<file path="config.mk">
export PLATFORM = sky130hd
export DESIGN_NAME = sys_bridge
export DESIGN_NICKNAME = d
export VERILOG_FILES = /design/src/rtl/sys_bridge.sv
export SDC_FILE = /design/constraint.sdc
export NUM_CORES = 1
export LEC_CHECK = 0
export BUFFER_PORTS_ARGS = -buffer_cell sky130_fd_sc_hd__clkbuf_2
export CORE_MARGIN = 10
export CORE_UTILIZATION = 49
export DETAILED_ROUTE_END_ITERATION = 10
export GPL_ROUTABILITY_DRIVEN = 0
export GPL_TIMING_DRIVEN = 0
export MAX_ROUTING_LAYER = met4
export PLACE_DENSITY = 0.84
export SYNTH_ARGS = -nofsm -noshare
export SYNTH_HDL_FRONTEND = slang
export SYNTH_SLANG_ARGS = --single-unit
</file>
<file path="constraint.sdc">
create_clock -name clk -period 3 [get_ports clk]
set_input_delay 0.45 -clock clk [delete_from_list [all_inputs] [get_ports clk]]
set_output_delay 0.45 -clock clk [all_outputs]
set_load 0.05 [all_outputs]
</file>
<file path="src/rtl/sys_bridge.sv">
// CPU-to-device bridge: decodes a 16-byte window per device plus one bridge register window.
// Optional build macro BRIDGE_TIMEOUT_EN bounds the time spent waiting for a device ack.
module sys_bridge #(
  parameter int unsigned        NDEV    = 3,
  parameter int unsigned        ADDR_W  = 14,
  parameter logic [ADDR_W-1:0]  BASE    = 14'h3F00,
  parameter int unsigned        TIMEOUT = 16
) (
  input  logic                 clk,
  input  logic                 rst_n,
  input  logic                 cpu_req,
  input  logic                 cpu_we,
  input  logic [ADDR_W-1:0]    cpu_addr,
  input  logic [31:0]          cpu_wd,
  output logic [31:0]          cpu_rd,
  output logic                 cpu_ready,
  output logic                 cpu_err,
  output logic [NDEV-1:0]      dev_sel,
  output logic                 dev_we,
  output logic [3:0]           dev_addr,
  output logic [31:0]          dev_wd,
  input  logic [NDEV*32-1:0]   dev_rd,
  input  logic [NDEV-1:0]      dev_ack,
  input  logic [NDEV-1:0]      dev_irq,
  output logic [5:0]           hwint
);

  localparam int unsigned BLK_W = ADDR_W - 4;

  typedef enum logic [1:0] {IDLE, ACCESS, DONE} stateT;

  stateT             stateQ, stateD;
  logic [31:0]       rdD;
  logic              readyD, errD, weD;
  logic [NDEV-1:0]   selD;
  logic [3:0]        addrD;
  logic [31:0]       wdD;
  logic [NDEV-1:0]   imaskQ, imaskD, ipendQ, ipendD, ipendClr;
  logic [5:0]        hwintD;
  logic [31:0]       devRd;
  logic              ackHit;

  // Window decode on 16-byte block numbers; BASE is assumed 16-byte aligned.
  logic [BLK_W:0]    blkOff;
  logic [BLK_W-1:0]  blkIdx;
  logic              hitDev, hitReg;

  assign blkOff = {1'b0, cpu_addr[ADDR_W-1:4]} - {1'b0, BASE[ADDR_W-1:4]};
  assign blkIdx = blkOff[BLK_W-1:0];
  assign hitDev = !blkOff[BLK_W] && (blkIdx < BLK_W'(NDEV));
  assign hitReg = !blkOff[BLK_W] && (blkIdx == BLK_W'(NDEV));

`ifdef BRIDGE_TIMEOUT_EN
  localparam int unsigned CNT_W = $clog2(TIMEOUT + 1);
  logic [CNT_W-1:0] toCntQ, toCntD;
`else
  logic unusedTimeout;
  assign unusedTimeout = ^32'(TIMEOUT);
`endif

  // Read-data mux over the selected device; only acks from the selected device count.
  always_comb begin
    devRd = '0;
    for (int i = 0; i < NDEV; i++) begin
      if (dev_sel[i]) devRd = devRd | dev_rd[32*i +: 32];
    end
    ackHit = |(dev_ack & dev_sel);
  end

  always_comb begin
    stateD   = stateQ;
    rdD      = cpu_rd;
    readyD   = 1'b0;
    errD     = 1'b0;
    selD     = dev_sel;
    weD      = dev_we;
    addrD    = dev_addr;
    wdD      = dev_wd;
    imaskD   = imaskQ;
    ipendClr = '0;
`ifdef BRIDGE_TIMEOUT_EN
    toCntD   = toCntQ;
`endif
    unique case (stateQ)
      IDLE: begin
        if (cpu_req) begin
          if (hitDev) begin
            stateD = ACCESS;
            selD   = NDEV'(1) << blkIdx;
            weD    = cpu_we;
            addrD  = cpu_addr[3:0];
            wdD    = cpu_wd;
`ifdef BRIDGE_TIMEOUT_EN
            toCntD = '0;
`endif
          end else if (hitReg) begin
            stateD = DONE;
            readyD = 1'b1;
            rdD    = '0;
            if (cpu_addr[3:0] == 4'd0) begin
              if (cpu_we) imaskD = cpu_wd[NDEV-1:0];
              else        rdD    = 32'(imaskQ);
            end else if (cpu_addr[3:0] == 4'd4) begin
              if (cpu_we) ipendClr = cpu_wd[NDEV-1:0];
              else        rdD      = 32'(ipendQ);
            end
          end else begin
            stateD = DONE;
            readyD = 1'b1;
            errD   = 1'b1;
            rdD    = '0;
          end
        end
      end
      ACCESS: begin
        if (ackHit) begin
          stateD = DONE;
          readyD = 1'b1;
          rdD    = dev_we ? 32'd0 : devRd;
          selD   = '0;
        end
`ifdef BRIDGE_TIMEOUT_EN
        else if (toCntQ == CNT_W'(TIMEOUT - 1)) begin
          stateD = DONE;
          readyD = 1'b1;
          errD   = 1'b1;
          rdD    = '0;
          selD   = '0;
        end else begin
          toCntD = toCntQ + CNT_W'(1);
        end
`endif
      end
      DONE: begin
        stateD = IDLE;
        selD   = '0;
      end
      default: stateD = IDLE;
    endcase
    // A pending set in the same cycle as a W1C clear wins.
    ipendD = (ipendQ & ~ipendClr) | dev_irq;
    hwintD = 6'(ipendD & imaskD);
  end

  always_ff @(posedge clk or negedge rst_n) begin
    if (!rst_n) begin
      stateQ    <= IDLE;
      cpu_rd    <= '0;
      cpu_ready <= 1'b0;
      cpu_err   <= 1'b0;
      dev_sel   <= '0;
      dev_we    <= 1'b0;
      dev_addr  <= '0;
      dev_wd    <= '0;
      imaskQ    <= '0;
      ipendQ    <= '0;
      hwint     <= '0;
`ifdef BRIDGE_TIMEOUT_EN
      toCntQ    <= '0;
`endif
    end else begin
      stateQ    <= stateD;
      cpu_rd    <= rdD;
      cpu_ready <= readyD;
      cpu_err   <= errD;
      dev_sel   <= selD;
      dev_we    <= weD;
      dev_addr  <= addrD;
      dev_wd    <= wdD;
      imaskQ    <= imaskD;
      ipendQ    <= ipendD;
      hwint     <= hwintD;
`ifdef BRIDGE_TIMEOUT_EN
      toCntQ    <= toCntD;
`endif
    end
  end

endmodule

</file>
# Word level (Yosys, flattened, before mapping)
# Index checks and enable logic that the tools add are counted.
# Widths: inputs -> output; s select.
[op_classes] add_sub_neg=1 magnitude_cmp=1 n_eq_ne=8 n_shift=1 mux=42 bitwise=7 n_reduce_logical=12
[ops] operator="$mux 32" n=9
[ops] operator="$or 32x32->32" n=2
[ops] operator="$pmux 32 s2" n=1
[ops] operator="$mux 3" n=19
[ops] operator="$sub 10x10->11 const B" n=1
[ops] operator="$eq 10x2->1 const B" n=1
[ops] operator="$lt 10x2->1 const B" n=1
[ops] operator="$shl 1x10->3 const A" n=1
[ops] operator="$and 3x3->3" n=3
[ops] operator="$pmux 3 s3" n=1
[ops] operator="$ne 2x2->1 const B" n=4
[ops] operator="$reduce_and 4->1" n=2
[ops] operator="$mux 1" n=7
[ops] operator="$mux 2" n=3
[ops] operator="$eq 4x3->1 const B" n=1
[ops] operator="$logic_not 4->1" n=1
[ops] operator="$pmux 2 s2" n=1
[ops] operator="$not 3->3" n=1
[ops] operator="$or 3x3->3" n=1
[ops] operator="$reduce_and 3->1" n=1
[ops] operator="$reduce_bool 3->1" n=1
[ops] operator="$reduce_or 3->1" n=1
[ops] operator="$eq 2x1->1 const B" n=1
[ops] operator="$eq 2x2->1 const B" n=1
[ops] operator="6 further kinds" n=7
[totals] reg_bits=85 out_inout_bits=80 wordCells=83

# Longest topological paths before layout
# Gate-level depths: netlist of run 1.
[depth] word_depth=11 ltp_mapped=7

# Worst setup path after synthesis of run 1
# No wires, ideal clock.
[synth_timing] path_type="register to register" start="register dev_sel[0]" end="register cpu_rd[0]" setup_time_ns=0.125 arrival_time_ns=1.907 required_time_ns=2.875 slack_ns=0.968 stages_incl_launch_ff=7 path_buffers=2 period_less_slack_ns=2.032 cell_sequence="dfrtp_1 clkbuf_1 a222oi_1 and2_2 a21oi_4 buf_6 mux2_4"
[synth_between] elab_chain_len=8 elab_cells_between_ends=12 cone_classes="eq/ne (1); mux (6); bitwise (3); reduce/logical (2)"
[synth_lines] element="start: declaration" line_no="18" source="output logic [NDEV-1:0] dev_sel,"
[synth_lines] element="start signal: assignment" line_no="166" source="dev_sel <= selD;"
[synth_lines] element="$mux 32" line_no="65" source="if (dev_sel[i]) devRd = devRd | dev_rd[32*i +: 32];"
[synth_lines] element="$or 32x32->32" line_no="65"
[synth_lines] element="$mux 32" line_no="65"
[synth_lines] element="$or 32x32->32" line_no="65"
[synth_lines] element="$mux 32" line_no="65"
[synth_lines] element="$mux 32" line_no="119" source="rdD = dev_we ? 32'd0 : devRd;"
[synth_lines] element="$mux 32" line_no="116" source="if (ackHit) begin"
[synth_lines] element="$pmux 32 s2" line_no="84" source="unique case (stateQ)"
[synth_lines] element="end signal: assignment" line_no="163" source="cpu_rd <= rdD;"
[synth_lines] element="end: declaration" line_no="15" source="output logic [31:0] cpu_rd,"
# Several ways; a longest one is shown, not always the timed one. The select of a mux whose other input is x is not followed.
# A chain may end at the register's enable or synchronous reset.

# Worst setup path in the final report of run 1
[layout_timing] start="register stateQ[1]" end="register hwint[2]"
[layout_between] elab_cells_between_ends=7 cone_classes="mux (2); bitwise (4); reduce/logical (1)"
[layout_rtl] element="start: declaration" line_no="32" source="stateT stateQ, stateD;"
[layout_rtl] element="start signal: assignment" line_no="162" source="stateQ <= stateD;"
[layout_rtl] element="$logic_not 2->1" line_no="84"
[layout_rtl] element="$mux 3" line_no="84"
[layout_rtl] element="net imaskD[2]" line_no="38" source="logic [NDEV-1:0] imaskQ, imaskD, ipendQ, ipendD, ipendClr;"
[layout_rtl] element="$and 3x3->3" line_no="142" source="hwintD = 6'(ipendD & imaskD);"
[layout_rtl] element="net hwintD[2]" line_no="39" source="logic [5:0] hwintD;"
[layout_rtl] element="end signal: assignment" line_no="172" source="hwint <= hwintD;"
[layout_rtl] element="end: declaration" line_no="25" source="output logic [5:0] hwint"
# The timed path passes the listed nets, and every way through them passes these cells.

==> results of run 1 <==
==> synth_stat cells, drive strengths merged, types with 3 or more instances <==
| cell type | n | area, µm² |
|---|---|---|
| a222oi | 33 | 330 |
| dfrtp | 85 | 2130 |
| o22ai | 5 | 31.3 |
| nor2 | 33 | 140 |
| ha | 4 | 50.1 |
| a221oi | 3 | 43.8 |
| mux2 | 74 | 950 |
| mux2i | 3 | 30.0 |
| nor4 | 3 | 48.8 |
| nand2b | 6 | 37.5 |
| inv | 6 | 22.5 |
| clkbuf | 15 | 56.3 |
| nand3 | 4 | 25.0 |
| nand2 | 5 | 18.8 |
| buf | 10 | 83.8 |
==> cell type report <==
| cell class | count | share of cell area [%] |
|---|---|---|
| Sequential cell | 85 | 36.6 |
| Timing Repair Buffer | 228 | 19.9 |
| Buffer | 25 | 2.41 |
| Clock inverter | 7 | 1.34 |
| Tap cell | 108 | 2.33 |
| Clock buffer | 9 | 2.13 |
| Inverter | 6 | 0.388 |
| Multi-Input combinational cell | 211 | 34.8 |
==> layer usage <==
| layer | track usage [%] | vias to the layer above | share of wire [%] | wire [µm] |
|---|---|---|---|---|
| met5 | - | - | 0 | 0 |
| met3 | 6.93 | 18 | 9.5 | 1320 |
| li1 | - | 1734 | - | - |
| met4 | 5.75 | 0 | 1.6 | 231 |
| met2 | 35.2 | 190 | 49 | 6850 |
| met1 | 23.8 | 1809 | 40 | 5600 |
==> final timing paths <==
kind,end,slack [ns],depth (start not counted)
worst max-delay path,hwint[2]$_DFF_PN0_,0.89,6
worst min-delay path,dev_wd[27]$_DFFE_PN0P_,0.15,1
worst max register to register,hwint[2]$_DFF_PN0_,0.89,6
worst min register to register,dev_wd[7]$_DFFE_PN0P_,0.50,1
max in group asynchronous,cpu_rd[29]$_DFFE_PN0P_,2.20,2
min in group clk,ipendQ[2]$_DFF_PN0_,0.32,2
==> worst reg2reg max path, stage by stage, from the launching register on <==
cell and delay [ns]:
dfrtp_1 0.39, inv_1 0.08, ha_1 0.34, nand3_1 0.29, nor4_4 0.46, mux2_4 0.35
o21a_1 0.10
==> metrics by stage <==
step	total power (W)	util, %	hold slack (ns)	cell area, µm²
finish	0.00247	67.3	0.145	5810
global route	0.00259	67.3	0.163	5810
CTS	0.00250	67.3	0.157	5810
detailed placement	0.00167	64.9	0.482	5610
global placement	0.00165	64.7	0.477	5580
floorplan	0.00148	-	0.154	4310
==> registers in the layout (all words and copies together) (netlist names) <==
register	cells
stateQ	2
dev_addr	4
dev_wd	32
cpu_rd	32
cpu_err	1
ipendQ	3
imaskQ	3
dev_sel	3
dev_we	1
hwint	3
cpu_ready	1
==> kinds of logic after synthesis <==
| logic type | synth area share, % |
|---|---|
| AO/OA/AOI/OAI | 12.8 |
| adder cells (fa/ha/maj) | 1.16 |
| buffers and inverters | 3.78 |
| flip-flops | 49.4 |
| multiplexers | 22.8 |
| other | 0.0871 |
| AND/OR/NAND/NOR | 9.97 |
==> report_power, final <==
part / total (W) / switching [W] / internal (W)
clock: 0.000824 / 0.000428 / 0.000396
sequential: 0.00117 / 0.00000700 / 0.00116
combinational: 0.000478 / 0.000271 / 0.000207
total: 0.00247 / 0.000706 / 0.00176
==> summary.txt, run 1 <==
Setup path
  – Max FO, Critical Path: 8
  – Worst r2r src: stateQ[1]$_DFFE_PN0P_
  – CP endpoint kind: flop
  – Worst setup path category: reg -> reg
  – Req. time, crit path: 3.23 ns
  – CP Cell Sequence: inv_1, ha_1, nand3_1, nor4_4, mux2_4, o21a_1
  – CP startpoint: stateQ[1]$_DFFE_PN0P_
  – Worst path slowest cell: nor4_4
  – Cell family contributing the most delay on the critical path: simple AND/OR/NAND/NOR gates
  – Crit path launch type: flop
  – Critical Path AT: 2.35 ns
  – Largest stage delay, worst path: 0.46 ns
  – CP bufs+invs: 1

Route
  – First DRT Iteration DRCs: 426
  – Antenna Violating Nets Remaining: 0
  – # DRC: 0
  – Final WL: 14000 µm
  – DR pass1 iterations: 8
  – Post-DR wirelength/cell: 20.6 µm
  – Via count: 3751
  – Avg Vias per Cell: 5.52

Timing
  – Highest clock rate: 474 MHz
  – TNS Setup: 0 ns
  – Period utilization: 70.4%
  – Min cycle time layout: 2.11 ns
  – Fin. Hold Viols: 0
  – Fin worst setup slack: 0.888 ns
  – Final Skew: 0.0134 ns
  – RSZ-0062 raised after global routing: no
  – Slew HR: 58.0%
  – Tightest Pin Transition: 0.631 ns
  – Slew Viols, Final: 0
  – Final setup vio count: 0

Clocking
  – Post_cts resized: 0
  – Total CTS buffers: 9
  – Hold-fix buffers, CTS: 0
  – Post-CTS setup buffers: 0
  – Worst-skew pair later-pin latency: 0.34 ns
  – Clk buf depth: 2
  – Clock sink count: 85
  – CTS tree: done
  – Clock-pin transition on the worst setup and hold timing paths: 0.09 ns
  – CTS H-tree lvls: 3
  – Clk root buf: clkbuf_8

Synthesis
  – #FFs+latches synth: 85
  – Warnings, synthesis: 0
  – Number of flops mapped to enable cells by yosys: 0
  – Synthesized area per cell: 13.2 µm²
  – Asr flop ratio synth: 100%
  – Synth Instances: 325
  – Synth Flop Type: dfrtp_1
  – Distinct cells, synth: 55
  – Sequential element share of the synthesized area: 49.4%
  – Mapped Area: 0.00431 mm²

Pwr
  – Power per Cell Area: 425 mW/mm²
  – P_leak: 3.12 nW
  – Peak VDD IR: 435 µV

Floorplanning
  – Initial core utilization: 49.9%
  – Chip Height: 114 µm
  – Core Box Area: 0.00864 mm²
  – Die ar.: 0.0129 mm²
  – Number of I/O pins: 232
  – # rows: 34
  – Die width: 114 µm

Cells and area
  – Fin nets: 722
  – Fill cell count: 681
  – Final cell count without fillers: 679
  – Layout cells sized above 1: 59.4%
  – Commonest non-fill, non-tap cell in the layout: clkbuf_2
  – Most frequent cells in the layout: 226 x clkbuf_2, 85 x dfrtp_1, 39 x mux2_2
  – Multi-input gate area: 0.00202 mm²
  – Synthesis-to-layout area growth: 34.9%
  – Antenna Cells: 0
  – Seq. cell area: 0.00213 mm²

Global routing
  – First-pass GRT wire length: 21400 µm
  – Largest net degree at the start of global routing: 47
  – Antenna violations before repair: 0
  – Vias in the first global route: 4090
  – Total gr overflow: 0
  – GRT Overall Usage: 21.1%

Placed design
  – Pre-CTS WS: 0.645 ns
  – Port bufs: 227
  – Post-placement cell count: 663
  – Final HPWL DP: 11300 µm

Job
  – Max-cap violations: 0

Hold path
  – Min-delay worst type: in -> async

Status
  – Status: finished clean
Power figures use the tool's default switching activity.
==> inputs of run 2 (changes only) <==
--- a/config.mk
+++ b/config.mk
@@ -5,14 +5,15 @@
 export SDC_FILE = /design/constraint.sdc
 export NUM_CORES = 1
 export LEC_CHECK = 0
+export ABC_AREA = 1
 export BUFFER_PORTS_ARGS = -buffer_cell sky130_fd_sc_hd__clkbuf_2
 export CORE_MARGIN = 10
-export CORE_UTILIZATION = 49
+export CORE_UTILIZATION = 42
 export DETAILED_ROUTE_END_ITERATION = 10
 export GPL_ROUTABILITY_DRIVEN = 0
 export GPL_TIMING_DRIVEN = 0
 export MAX_ROUTING_LAYER = met4
-export PLACE_DENSITY = 0.84
+export PLACE_DENSITY = 0.75
 export SYNTH_ARGS = -nofsm -noshare
 export SYNTH_HDL_FRONTEND = slang
 export SYNTH_SLANG_ARGS = --single-unit
==> constraint.sdc (replaced) <==
create_clock -name clk -period 1.7 [get_ports clk]
set_input_delay 0.255 -clock clk [delete_from_list [all_inputs] [get_ports clk]]
set_output_delay 0.255 -clock clk [all_outputs]
set_load 0.05 [all_outputs]
==> run 2 against run 1 <==
Net effect: first-iteration DRC count decreased by 17%; critical endpoint is now cpu_rd[11]$_DFFE_PN0P_; flip-flop and latch count unchanged; global-route usage fell by 2.0 points; fmax grew 31%; non-clock buffer count rose by 14.
==> summary.txt, run 2 <==
Pwr
  – Power per Cell Area: 812 mW/mm² (+91%)
  – P_leak: 3.50 nW (+12%)
  – Peak VDD IR: 390 µV (-10%)

Setup path
  – Critical Path End: cpu_rd[11]$_DFFE_PN0P_
  – Req. time, crit path: 1.95 ns (-1.28 ns)
  – Max FO, Critical Path: 7 (-1)
  – Crit path launch type: flop
  – Reg2reg path depth: 9 (+3)
  – CP startpoint: stateQ[0]$_DFFE_PN0P_
  – CP endpoint kind: flop
  – R2R Setup Slk: 0.08 ns (-0.81 ns)
  – Crit Reg-Reg Endpoint: cpu_rd[11]$_DFFE_PN0P_
  – Worst setup path category: reg -> reg
  – Critical Path AT: 1.87 ns (-0.48 ns)
  – Worst r2r src: stateQ[0]$_DFFE_PN0P_

Floorplanning
  – Die ar.: 0.0154 mm² (+19%)
  – Initial core utilization: 43.6% (-6.3 points)
  – Number of I/O pins: 232 (unchanged)
  – Core Box Area: 0.0104 mm² (+21%)
  – Die width: 124 µm (+9.0%)
  – Chip Height: 124 µm (+9.0%)
  – # rows: 37 (+8.8%)

Timing
  – Min cycle time layout: 1.62 ns (-0.494 ns)
  – RSZ-0062 raised after global routing: no
  – Final Skew: 0.00655 ns (-0.00680 ns)
  – Tightest Pin Transition: 0.610 ns (-0.0210 ns)
  – Period utilization: 95.2% (+25 points)
  – Highest clock rate: 618 MHz (+31%)
  – Final setup vio count: 0 (unchanged)
  – Slew HR: 59.3% (+1.4 points)
  – Slew Viols, Final: 0 (unchanged)
  – Fin. Hold Viols: 0 (unchanged)

Clocking
  – Clk buf depth: 2 (unchanged)
  – CTS tree: done
  – CTS H-tree lvls: 3 (unchanged)
  – Clock-pin transition on the worst setup and hold timing paths: 0.08 ns (about the same)
  – Clk root buf: clkbuf_8
  – Worst-skew pair later-pin latency: 0.36 ns (+0.02 ns)
  – Total CTS buffers: 9 (unchanged)
  – Clock sink count: 85 (unchanged)

Cells and area
  – Largest regs: cpu_rd (32), dev_wd (32), dev_addr (4)
  – Commonest non-fill, non-tap cell in the layout: nand2_1
  – Post-layout instance area: 0.00632 mm² (+8.7%)
  – Multi-input gate area: 0.00203 mm² (+0.37%)
  – Seq. cell area: 0.00213 mm² (+0.24%)
  – Antenna Cells: 0 (unchanged)
  – Fill cell count: 1006 (+48%)
  – Layout cells sized above 1: 36.8% (-23 points)
  – Fin nets: 1012 (+40%)
  – Synthesis-to-layout area growth: 39.2%
  – Final cell count without fillers: 997 (+47%)
  – Most frequent cells in the layout: 248 x nand2_1, 228 x clkbuf_2, 81 x dfrtp_1

Status
  – Status: finished clean

Job
  – Max-cap violations: 0 (unchanged)

Synthesis
  – Mapped Area: 0.00454 mm² (+5.4%)
  – Area contributors post-synth: dfrtp_1 47%, nand2_1 21%, inv_1 5.5%, nand3_1 5.2%, o21ai_1 4.4%
  – Synth Instances: 608 (+87%)
  – Yosys top cell by area: dfrtp_1
  – Synth cell count leaders: 250 x nand2_1, 85 x dfrtp_1, 66 x inv_1
  – Sequential element share of the synthesized area: 46.9% (-2.5 points)
  – Yosys top cell area share: 46.9% (-2.5 points)
  – #FFs+latches synth: 85 (unchanged)
  – Distinct cells, synth: 26 (-53%)
  – Synthesized area per cell: 7.46 µm² (-44%)
  – Number of flops mapped to enable cells by yosys: 0 (unchanged)
  – Most frequent cell after synthesis: nand2_1
  – Synth Flop Type: dfrtp_1
  – Asr flop ratio synth: 100% (unchanged)
  – Warnings, synthesis: 0 (unchanged)

Global routing
  – First-pass GRT wire length: 22600 µm (+5.5%)
  – Vias in the first global route: 4488 (+9.7%)
  – GRT Overall Usage: 19.1% (-2.0 points)
  – Largest net degree at the start of global routing: 45 (-4.3%)
  – Total gr overflow: 0 (unchanged)
  – Antenna violations before repair: 0 (unchanged)

Route
  – Antenna Violating Nets Remaining: 0 (unchanged)
  – DR pass1 iterations: 4 (-4)
  – Via count: 4730 (+26%)
  – # DRC: 0 (unchanged)
  – Avg Vias per Cell: 4.74 (-14%)
  – First DRT Iteration DRCs: 352 (-17%)
  – Final WL: 15400 µm (+9.8%)
  – Post-DR wirelength/cell: 15.4 µm (-25%)

Placed design
  – Port bufs: 227 (unchanged)
  – Post-DP Area: 0.00588 mm² (+4.8%)
  – Final HPWL DP: 12300 µm (+8.4%)
  – Post-placement cell count: 974 (+47%)

Hold path
  – Min-delay worst type: in -> reg
run 2: cell types whose count changed after synthesis, sizes merged, moves of 4 or more:
cell,change
buf,+7
a21oi,+4
mux2,-74
nand2,+246
o22ai,-5
inv,+60
nand2b,-6
nand3,+45
nor3,+4
o21ai,+72
a222oi,-33
nor2,-8
run 2: power breakdown:
part | internal, W | leakage [nW] | switching [W] | total [W]
logic | 0.000624 | 2.25 | 0.000852 | 0.00148
registers | 0.00205 | 1.14 | 0.0000139 | 0.00207
clock network | 0.000864 | 0.112 | 0.000720 | 0.00158
total | 0.00354 | 3.50 | 0.00159 | 0.00513
run 2: how the worst min path moves through the flow:
stage                          start                     end  cells after the start
after floorplan                rst_n       cpu_err$_DFF_PN0_                      0
after global placement    dev_irq[0]     ipendQ[0]$_DFF_PN0_                      3
after detailed placement       rst_n  dev_wd[31]$_DFFE_PN0P_                      1
after CTS                 dev_irq[2]     ipendQ[2]$_DFF_PN0_                      3
after global routing      dev_irq[0]     ipendQ[0]$_DFF_PN0_                      3
final                     dev_irq[2]     ipendQ[2]$_DFF_PN0_                      3
run 2: layout make-up:
cell class,count,share of cell area (%)
multi-input combinational,427,32.2
inverter,66,4.00
timing repair buffer,237,20.1
sequential,85,33.8
clock buffer,10,2.18
clock inverter,6,1.37
tap,136,2.69
buffer,30,3.78
run 2: layer usage:
metal	vias to the layer above	wire, µm	global-route usage (%)
met5	-	0	-
met4	0	210	5.25
met3	18	891	3.35
met2	153	8180	32.7
met1	2165	6090	22.7
li1	2394	-	-
run 2: through the flow:
step	setup slack, ns	hold WS (ns)	TNS [ns]	util [%]	power (W)
floorplan	0.0559	-0.0406	0	-	0.00278
global placement	-0.750	0.454	-61.58	56.2	0.00319
detailed placement	-0.216	0.330	-13.91	56.4	0.00320
CTS	-0.00473	0.0736	-0.00473	59.0	0.00486
global route	0.00591	0.0822	0	60.6	0.00538
finish	0.0823	0.0935	0	60.6	0.00513
run 2: timing repair:
action / 4_1_cts / 5_1_grt
hold buffers: 1 / 0
endpoints found under the hold margin: 43 / 0
pin swaps: 1 / 3
setup buffers: 1 / 4
gates cloned: 0 / 4
endpoints found under the setup margin: 35 / 42
resized for setup: 12 / 31
run 2: cells by family after synthesis:
group / count (synthesis) / share of synthesized area (%)
simple gates: 337 / 30.5
other cells: 1 / 0.0827
xor+xnor: 2 / 0.386
fa+ha+maj: 4 / 1.10
flops: 85 / 46.9
buf+inv: 99 / 10.3
compound gates: 80 / 10.7
run 2: critical path, cell delays in order (launching register included):
cell and delay [ns]:
dfrtp_2 0.42, inv_2 0.06, ha_4 0.19, inv_6 0.09
o21ai_4 0.08, a21oi_4 0.23, nand2_8 0.15, clkbuf_16 0.19
nand2_1 0.05, o21ai_1 0.05
==> inputs of run 3 (changes only) <==
==> constraint.sdc (replaced) <==
create_clock -name clk -period 1.7 [get_ports clk]
set_input_delay 0.085 -clock clk [delete_from_list [all_inputs] [get_ports clk]]
set_output_delay 0.085 -clock clk [all_outputs]
set_load 0.05 [all_outputs]
==> run 3 against run 2 <==
Net effect: clock power barely moved; clock skew barely moved; core utilization rose by 3.7 points.
==> summary.txt, run 3 (same netlist as run 2, synthesis figures left out) <==
Clocking
  – Worst-skew pair later-pin latency: 0.35 ns (about the same)
  – Clock sink count: 85 (unchanged)
  – Clk root buf: clkbuf_8
  – CTS H-tree lvls: 3 (unchanged)
  – Total CTS buffers: 9 (unchanged)
  – Clk buf depth: 2 (unchanged)
  – Clock-pin transition on the worst setup and hold timing paths: 0.08 ns (about the same)
  – CTS tree: done

Placed design
  – Post-placement cell count: 974 (unchanged)
  – Final HPWL DP: 12300 µm (unchanged)
  – Pre-CTS WS: -0.204 ns (+0.0123 ns)
  – Port bufs: 227 (unchanged)

Hold path
  – Min-delay worst type: in -> reg

Global routing
  – Largest net degree at the start of global routing: 45 (unchanged)
  – First-pass GRT wire length: 23900 µm (+5.5%)
  – Grt met3 use: 3.67% (+0.32 points)
  – Met1 usage: 23.4% (+0.62 points)
  – GRT Overall Usage: 20.1% (+1.0 points)
  – Vias in the first global route: 4765 (+6.2%)
  – Busiest metal layer after global routing: met2
  – Total gr overflow: 0 (unchanged)
  – Antenna violations before repair: 2 (+2)
  – Global-route met2 utilization: 34.4% (+1.7 points)

Setup path
  – Critical Path AT: 1.86 ns (about the same)
  – CP bufs+invs: 3 (unchanged)
  – Worst path slowest cell: dfrtp_2
  – Cell family contributing the most delay on the critical path: flip-flops
  – Crit path launch type: flop
  – Req. time, crit path: 1.94 ns (about the same)
  – CP Cell Sequence: inv_2, ha_4, inv_4, o21ai_4, a21oi_4, nand2_8, buf_4, nand2_1, o21ai_1
  – Max FO, Critical Path: 7 (unchanged)
  – Worst setup path category: reg -> reg
  – CP endpoint kind: flop
  – Largest stage delay, worst path: 0.42 ns (about the same)

Cells and area
  – Final cell count without fillers: 1038 (+4.1%)
  – Synthesis-to-layout area growth: 47.8%
  – Layout cells sized above 1: 35.2% (-1.6 points)
  – Largest regs: cpu_rd (32), dev_wd (32), dev_addr (4)
  – Most frequent cells in the layout: 249 x nand2_1, 226 x clkbuf_2, 81 x dfrtp_1
  – Fin nets: 1051 (+3.9%)
  – Commonest non-fill, non-tap cell in the layout: nand2_1

Route
  – Antenna Violating Nets Remaining: 0 (unchanged)
  – First DRT Iteration DRCs: 364 (+3.4%)
  – DR pass1 iterations: 5 (+1)
  – Via count: 4954 (+4.7%)
  – Avg Vias per Cell: 4.77 (+0.60%)
  – Post-DR wirelength/cell: 15.6 µm (+0.97%)
  – # DRC: 0 (unchanged)
  – Final WL: 16200 µm (+5.1%)

Timing
  – Fin. Hold Viols: 0 (unchanged)
  – Slew Viols, Final: 0 (unchanged)
  – Min cycle time layout: 1.62 ns (+0.00426 ns)
  – Final setup vio count: 0 (unchanged)
  – Slew HR: 58.4% (-0.95 points)
  – Tightest Pin Transition: 0.624 ns (+0.0142 ns)
  – Period utilization: 95.4% (+0.25 points)
  – Final Skew: 0.00682 ns (+0.000271 ns)
  – Highest clock rate: 617 MHz (-0.26%)
  – Fin worst setup slack: 0.0781 ns (-0.00426 ns)

Floorplanning
  – Initial core utilization: 43.6% (unchanged)
  – Core Box Area: 0.0104 mm² (unchanged)
  – # rows: 37 (unchanged)
  – Die width: 124 µm (unchanged)
  – Number of I/O pins: 232 (unchanged)
  – Die ar.: 0.0154 mm² (unchanged)
  – Chip Height: 124 µm (unchanged)

Pwr
  – Peak VDD IR: 390 µV (about the same)
  – P_leak: 3.66 nW (+4.5%)
  – Power per Cell Area: 772 mW/mm² (-4.9%)

Job
  – Max-cap violations: 0 (unchanged)

Status
  – Status: finished clean
## run 3: cell types whose count changed in the layout (fill, tap and decap cells not counted), sizes merged
cell	before	now
diode	0	2
buf	22	23
dlygate4sd3	1	39
## run 3: final timing paths
check	start	endpoint	slack (ns)	cells after the start
setup / recovery	stateQ[0]$_DFFE_PN0P_	cpu_rd[28]$_DFFE_PN0P_	0.08	9
hold / removal	cpu_addr[2]	dev_addr[2]$_DFFE_PN0P_	0.05	3
setup reg to reg	stateQ[0]$_DFFE_PN0P_	cpu_rd[28]$_DFFE_PN0P_	0.08	9
hold reg to reg	dev_addr[0]$_DFFE_PN0P_	dev_addr[0]$_DFFE_PN0P_	0.49	2
max in group asynchronous	rst_n	dev_sel[2]$_DFFE_PN0P_	0.73	3
min in group asynchronous	rst_n	dev_wd[31]$_DFFE_PN0P_	0.31	2
## run 3: repair_timing
action / CTS / global route
setup endpoints to repair: 35 / 41
endpoints found under the hold margin: 84 / 0
cloned: 0 / 4
setup buffers: 1 / 5
pin swaps: 1 / 4
hold buffers: 39 / 0
gates resized for setup: 12 / 26
## run 3: worst min-delay path, cell delays in order
cell and delay (ns):
clkbuf_2 0.12, inv_1 0.10, o21ai_2 0.06
## run 3: through the flow
stage          utilization, %  hold slack [ns]  instance area (µm²)  TNS [ns]  power (W)
3_3_place_gp             56.2            0.284                 5850    -38.72    0.00319
5_1_grt                  64.4           0.0601                 6710    -0.170    0.00544
2_1_floorplan               -           -0.211                 4550         0    0.00278
4_1_cts                  62.7           0.0107                 6530  -0.00473    0.00493
6_report                 64.4           0.0526                 6710         0    0.00518
3_5_place_dp             56.4            0.160                 5880     -5.65    0.00320
## run 3: metal layers
| metal | up-vias | wire length, µm | share of wire (%) |
|---|---|---|---|
| met2 | 162 | 8610 | 53 |
| met5 | - | 0 | 0 |
| met3 | 29 | 952 | 5.9 |
| met1 | 2289 | 6270 | 39 |
| met4 | 0 | 335 | 2.1 |
| li1 | 2474 | - | - |
## run 3: report_power, final
part           switching [W]  total, W  leakage [nW]  internal [W]
combinational       0.000862   0.00153          2.40      0.000670
sequential         0.0000141   0.00207          1.14       0.00205
clock               0.000713   0.00158         0.112      0.000864
## run 3: cell type report
cell class                      instances  area, µm²
Fill cell                             930       3710
Sequential cell                        85       2130
Multi-Input combinational cell        427       2040
Timing Repair Buffer                  276       1650
Inverter                               66        250
Buffer                                 30        236
Tap cell                              136        170
Clock buffer                           10        138
Clock inverter                          6       86.3
Antenna cell                            2       5.00
